File: src/rtl/multi_reset_filter_if.sv
// multi_reset_filter_if: request/clear inputs and conditioned reset outputs.
// master drives rst_req_i/clr_glitch_i; slave (the filter) drives the rest.
interface multi_reset_filter_if #(
  parameter int N_CH = 4
);
  logic [N_CH-1:0] rst_req_i;
  logic            clr_glitch_i;
  logic [N_CH-1:0] rst_o;
  logic            any_rst_o;
  logic [N_CH-1:0] glitch_o;

  modport master (
    output rst_req_i, clr_glitch_i,
    input  rst_o, any_rst_o, glitch_o
  );

  modport slave (
    input  rst_req_i, clr_glitch_i,
    output rst_o, any_rst_o, glitch_o
  );
endinterface

File: src/rtl/multi_reset_filter.sv
// multi_reset_filter: per-channel reset sync, glitch reject, stretch, debounce.
// Ports: clk, rst_i (sync, active-high), bus (slave: req/clr in, rst/any/glitch out).
module multi_reset_filter #(
  parameter int   N_CH         = 4,
  parameter int   SYNC_STAGES  = 2,
  parameter int   MIN_ASSERT   = 4,
  parameter int   MIN_DEASSERT = 4,
  parameter int   HOLD_CYC     = 8,
  parameter logic RST_POL      = 1'b0
) (
  input logic                 clk,
  input logic                 rst_i,
  multi_reset_filter_if.slave bus
);

  localparam int MAX_AB = (MIN_ASSERT > MIN_DEASSERT) ?
                          MIN_ASSERT : MIN_DEASSERT;
  localparam int MAX_C  = (MAX_AB > HOLD_CYC) ? MAX_AB : HOLD_CYC;
  localparam int CW     = $clog2(MAX_C + 1);

  localparam logic [CW-1:0] QA_LAST = CW'(MIN_ASSERT - 1);
  localparam logic [CW-1:0] DA_LAST = CW'(MIN_DEASSERT - 1);
  localparam logic [CW-1:0] HD_LAST = CW'(HOLD_CYC - 1);
  localparam logic [CW-1:0] C_ZERO  = '0;
  localparam logic [CW-1:0] C_ONE   = CW'(1);

  typedef enum logic [1:0] {
    IDLE,
    QUAL,
    HOLD,
    RELEASE
  } state_t;

  logic [SYNC_STAGES-1:0] sync [N_CH];
  state_t                 st    [N_CH];
  state_t                 st_n  [N_CH];
  logic [CW-1:0]          cnt   [N_CH];
  logic [CW-1:0]          cnt_n [N_CH];
  logic [N_CH-1:0]        act;
  logic [N_CH-1:0]        asrt_n;
  logic [N_CH-1:0]        gl_set;

  always_comb begin
    for (int c = 0; c < N_CH; c++) begin
      act[c] = (sync[c][SYNC_STAGES-1] == RST_POL);
    end
  end

  always_comb begin
    for (int c = 0; c < N_CH; c++) begin
      st_n[c]   = st[c];
      cnt_n[c]  = cnt[c];
      gl_set[c] = 1'b0;
      unique case (st[c])
        IDLE: begin
          if (act[c]) begin
            if (MIN_ASSERT == 1) begin
              st_n[c]  = HOLD;
              cnt_n[c] = C_ZERO;
            end else begin
              st_n[c]  = QUAL;
              cnt_n[c] = C_ONE;
            end
          end
        end
        QUAL: begin
          if (!act[c]) begin
            st_n[c]   = IDLE;
            cnt_n[c]  = C_ZERO;
            gl_set[c] = 1'b1;
          end else if (cnt[c] == QA_LAST) begin
            st_n[c]  = HOLD;
            cnt_n[c] = C_ZERO;
          end else begin
            cnt_n[c] = cnt[c] + C_ONE;
          end
        end
        HOLD: begin
          if (cnt[c] == HD_LAST) begin
            st_n[c]  = RELEASE;
            cnt_n[c] = C_ZERO;
          end else begin
            cnt_n[c] = cnt[c] + C_ONE;
          end
        end
        RELEASE: begin
          // any active sample restarts the release debounce
          if (act[c]) begin
            cnt_n[c] = C_ZERO;
          end else if (cnt[c] == DA_LAST) begin
            st_n[c]  = IDLE;
            cnt_n[c] = C_ZERO;
          end else begin
            cnt_n[c] = cnt[c] + C_ONE;
          end
        end
        default: begin
          st_n[c]  = HOLD;
          cnt_n[c] = C_ZERO;
        end
      endcase
      asrt_n[c] = (st_n[c] == HOLD) || (st_n[c] == RELEASE);
    end
  end

  always_ff @(posedge clk) begin
    if (rst_i) begin
      for (int c = 0; c < N_CH; c++) begin
        sync[c] <= {SYNC_STAGES{~RST_POL}};
        st[c]   <= HOLD;
        cnt[c]  <= C_ZERO;
      end
      bus.rst_o     <= {N_CH{RST_POL}};
      bus.any_rst_o <= 1'b1;
      bus.glitch_o  <= '0;
    end else begin
      for (int c = 0; c < N_CH; c++) begin
        sync[c] <= {sync[c][SYNC_STAGES-2:0], bus.rst_req_i[c]};
        st[c]   <= st_n[c];
        cnt[c]  <= cnt_n[c];
      end
      // outputs follow next state so rst_o and any_rst_o stay aligned
      bus.rst_o     <= RST_POL ? asrt_n : ~asrt_n;
      bus.any_rst_o <= |asrt_n;
      // a new glitch in the clearing cycle survives the clear
      bus.glitch_o  <= (bus.glitch_o & {N_CH{~bus.clr_glitch_i}})
                     | gl_set;
    end
  end

endmodule
File: src/flat_wrapper.sv
// flat-port wrapper written by rule: the top's interface ports become plain ports
module multi_reset_filter_flat 
#(
  parameter int   N_CH         = 4,
  parameter int   SYNC_STAGES  = 2,
  parameter int   MIN_ASSERT   = 4,
  parameter int   MIN_DEASSERT = 4,
  parameter int   HOLD_CYC     = 8,
  parameter logic RST_POL      = 1'b0
)
  (clk, rst_i, bus_rst_req_i, bus_clr_glitch_i, bus_rst_o, bus_any_rst_o, bus_glitch_o);
  multi_reset_filter_if #(.N_CH(N_CH)) bus_i ();
  input logic clk;
  input logic rst_i;
  input wire logic [$bits(bus_i.rst_req_i)-1:0] bus_rst_req_i;
  input wire logic [$bits(bus_i.clr_glitch_i)-1:0] bus_clr_glitch_i;
  output wire logic [$bits(bus_i.rst_o)-1:0] bus_rst_o;
  output wire logic [$bits(bus_i.any_rst_o)-1:0] bus_any_rst_o;
  output wire logic [$bits(bus_i.glitch_o)-1:0] bus_glitch_o;
  assign bus_i.rst_req_i = bus_rst_req_i;
  assign bus_i.clr_glitch_i = bus_clr_glitch_i;
  assign bus_rst_o = bus_i.rst_o;
  assign bus_any_rst_o = bus_i.any_rst_o;
  assign bus_glitch_o = bus_i.glitch_o;
  multi_reset_filter #(.N_CH(N_CH), .SYNC_STAGES(SYNC_STAGES), .MIN_ASSERT(MIN_ASSERT), .MIN_DEASSERT(MIN_DEASSERT), .HOLD_CYC(HOLD_CYC), .RST_POL(RST_POL)) u_core (.clk(clk), .rst_i(rst_i), .bus(bus_i));
endmodule
File: config.mk
export PLATFORM = sky130hd
export DESIGN_NAME = multi_reset_filter_flat
export DESIGN_NICKNAME = d
export VERILOG_FILES = /design/src/rtl/multi_reset_filter_if.sv /design/src/rtl/multi_reset_filter.sv /design/src/flat_wrapper.sv
export SDC_FILE = /design/constraint.sdc
export NUM_CORES = 1
export LEC_CHECK = 0
export CAP_MARGIN = 20
export CORE_MARGIN = 5
export CORE_UTILIZATION = 30
export CTS_BUF_LIST = sky130_fd_sc_hd__clkbuf_8 sky130_fd_sc_hd__clkbuf_16
export DETAILED_ROUTE_END_ITERATION = 10
export PLACE_DENSITY = 0.51
export SYNTH_ARGS = -nofsm -noshare
export SYNTH_HDL_FRONTEND = slang
export SYNTH_SLANG_ARGS = --single-unit
export TNS_END_PERCENT = 30
File: constraint.sdc
create_clock -name clk -period 2.2 [get_ports clk]
set_input_delay 0.55 -clock clk [delete_from_list [all_inputs] [get_ports clk]]
set_output_delay 0.55 -clock clk [all_outputs]
set_load 0.02 [all_outputs]
==> impl_metrics.env <==
export IMPL_status="completed"
export IMPL_synthAdderAreaFrac=0.108
export IMPL_clkTransAtPathRegs_ns=0.08
export IMPL_rsz0062_at_grt="false"
export IMPL_synth_compound_area_frac=0.183
export IMPL_port_buffers=15
export IMPL_drv_cap=0
export IMPL_tightest_slew_ns=0.572
export IMPL_synth_seq_cells=41
export IMPL_die_area_um2=9620
export IMPL_slew_headroom=0.618
export IMPL_viasPerCell=5.05
export IMPL_gp_congestion=0.862
export IMPL_powerDensity_nw_per_um2=775
export IMPL_hold_viol_final=0
export IMPL_async_flop_share=0
export IMPL_synthSimpleGateAreaFrac=0.289
export IMPL_cp_slowest_cell="or4_1"
export IMPL_antenna_found_initial=0
export IMPL_hold_class="register to register"
export IMPL_synth_area_per_cell_um2=8.56
export IMPL_cts_setup_buffers=0
export IMPL_cts_resized=0
export IMPL_avgRoutedWirePerCell_um=12.4
export IMPL_drt_iter0_markers=62
export IMPL_critPathCapture="u_core.bus.any_rst_o"
export IMPL_layout_commonest_cell="dfxtp_1"
export IMPL_layout_drive_gt1_share=0.101
export IMPL_num_vias=1968
export IMPL_drt_wl_total_um=4820
export IMPL_cts_htree_levels=2
export IMPL_slowest_delay_ns=0.51
export IMPL_cts_hold_fix_buffers=0
export IMPL_cts_tree="built"
export IMPL_grt_pass1_wl_um=8640
export IMPL_grt_overflow=0
export IMPL_finalSetupViolCount=0
export IMPL_numCtsBuffers=5
export IMPL_cp_cell_sequence="inv_1, ha_1, nor2_1, nand3_1, a211o_1, or4_1"
export IMPL_yosysWarnings=0
export IMPL_slew_viol_final=0
export IMPL_root_buffer="clkbuf_8"
export IMPL_place_hpwl_um=3410
export IMPL_rows=32
export IMPL_timing_hold_ws_ns=0.408
export IMPL_r2r_slack_ns=0.18
export IMPL_start_util=0.304
export IMPL_leakage_nw=1.07
export IMPL_irDropWorstVdd_mv=0.322
export IMPL_crit_arrival_ns=2.19
export IMPL_syn_inst=272
export IMPL_nets=315
export IMPL_synth_top_family_by_area="simple AND/OR/NAND/NOR gates"
export IMPL_clk_latency_ns=0.29
export IMPL_ant_nets=0
export IMPL_path_class="register to register"
export IMPL_synth_cell_types=39
export IMPL_timing_final_crit_share=0.917
export IMPL_grt_pass1_vias=1898
export IMPL_start_kind="register"
export IMPL_r2r_end="u_core.bus.any_rst_o"
export IMPL_drcViolationCount=0
export IMPL_yosys_most_used_dff="dfxtp_1"
export IMPL_grt_max_degree=45
export IMPL_synth_edf_count=0
export IMPL_clockBufferDepth=2
export IMPL_reg2regPathDepth=6
export IMPL_numClockSinks=41
export IMPL_first_pass_iters=4
export IMPL_fp_coreArea_um2=7650
export IMPL_grt_usage=0.106
export IMPL_yosys_area_top_type="dfxtp_1"
export IMPL_syn_nets=299
export IMPL_fin_setup_tns_ns=0
export IMPL_synth_top_area_share=0.353
export IMPL_cp_required_ns=2.37
export IMPL_syn_area_um2=2330
export IMPL_die_h_um=98.1
export IMPL_synthTopCellsByArea="dfxtp_1 35%, ha_1 11%, a21oi_1 4.1%"
export IMPL_mostFrequentLayoutCells="41 x dfxtp_1, 22 x inv_1, 20 x ha_1, 19 x a21oi_1, 16 x nor2_1"
export IMPL_worstReg2RegStart="u_core.st[0][5]"
export IMPL_final_min_clock_period_ns=2.02
export IMPL_clock_fmax_ghz=0.496
export IMPL_dieWidth_um=98.1
export IMPL_ioPinCount=16
export IMPL_synth_seq_area_share=0.353
export IMPL_cp_startpoint="u_core.st[0][5]"
export IMPL_path_max_fanout=9
export IMPL_endpoint_kind="register"
export IMPL_synthXorXnorAreaFrac=0
export IMPL_antenna_cells=0
export IMPL_fin_skew_ns=0.00528
export IMPL_syn_to_final_growth_pct=16.4
export IMPL_synthMuxAreaShare=0.0172
through the flow:
step,instances,cell area (µm²),utilization,setup WS (ns),power [mW]
after global placement,383,2610,0.341,0.211,1.52
after global routing,390,2710,0.354,0.0333,2.26
after floorplan,272,2330,-,0.325,1.37
after detailed placement,383,2610,0.341,0.195,1.52
after CTS,390,2710,0.354,0.223,2.12
final,390,2710,0.354,0.182,2.10
power breakdown:
group          switching [mW]  total [mW]  internal (mW)
logic                   0.347       0.613          0.266
registers              0.0729       0.896          0.823
clock network           0.260       0.590          0.330
Yosys cell counts (2+ instances only):
library cell	n
a31oi_1	7
nor2b_1	7
nand4_1	13
nor4b_1	4
nand3_1	7
a22o_1	2
nor3_1	7
o21ai_0	9
nand2_1	15
a21oi_1	19
mux2i_1	4
o211ai_1	3
a22oi_1	4
nor2_1	16
a211oi_1	6
nand3b_1	4
clkbuf_1	8
ha_1	20
nor3b_1	3
a311oi_1	4
nand2b_1	13
o32ai_1	2
or2_2	11
dfxtp_1	41
o221ai_1	3
nor3b_2	6
inv_1	22
final cells by class:
| type | count | area [µm²] |
|---|---|---|
| timing repair buffer | 18 | 185 |
| clock inverter | 2 | 35.0 |
| sequential | 41 | 821 |
| inverter | 22 | 82.6 |
| clock buffer | 5 | 68.8 |
| multi-input combinational | 200 | 1390 |
| fill | 799 | 4940 |
| tap | 102 | 128 |
flip-flops by register name (all words and copies together), names as in the netlist:
register and count:
u_core.bus.any_rst_o 1, u_core.bus.glitch_o 4, u_core.bus.rst_o 4, u_core.cnt 16
u_core.st 8, u_core.sync 8
layer usage:
layer	routed length (µm)	share of wire	GRT usage
met5	0	0	0
met4	65	0.013	0.0405
met3	149	0.031	0.0250
met1	2510	0.52	0.146
met2	2090	0.43	0.162
kinds of logic (layout without fill, tap and decap cells):
group / count (synthesis) / after routing
adder cells (fa/ha/maj): 20 / 20
buffers and inverters: 31 / 47
AO/OA/AOI/OAI: 65 / 65
flip-flops: 41 / 41
AND/OR/NAND/NOR: 111 / 111
multiplexers: 4 / 4
worst min path at each step:
stage / depth (start not counted) / endpoint / startpoint / slack [ns]
floorplan: 1 / u_core.sync[0][1] / u_core.sync[0][0] / 0.39
global placement: 1 / u_core.sync[0][1] / u_core.sync[0][0] / 0.39
detailed placement: 1 / u_core.sync[0][1] / u_core.sync[0][0] / 0.40
CTS: 1 / u_core.sync[0][1] / u_core.sync[0][0] / 0.42
global route: 1 / u_core.sync[3][1] / u_core.sync[3][0] / 0.43
finish: 1 / u_core.sync[0][1] / u_core.sync[0][0] / 0.41
worst max-delay path: cells and delay by family, from the launching register on:
kind | cells | cell delay, ns
compound gates | 1 | 0.34
fa+ha+maj | 1 | 0.30
buf+inv | 1 | 0.11
flops | 1 | 0.39
simple gates | 3 | 0.76
(Power assumes the default switching activity.)
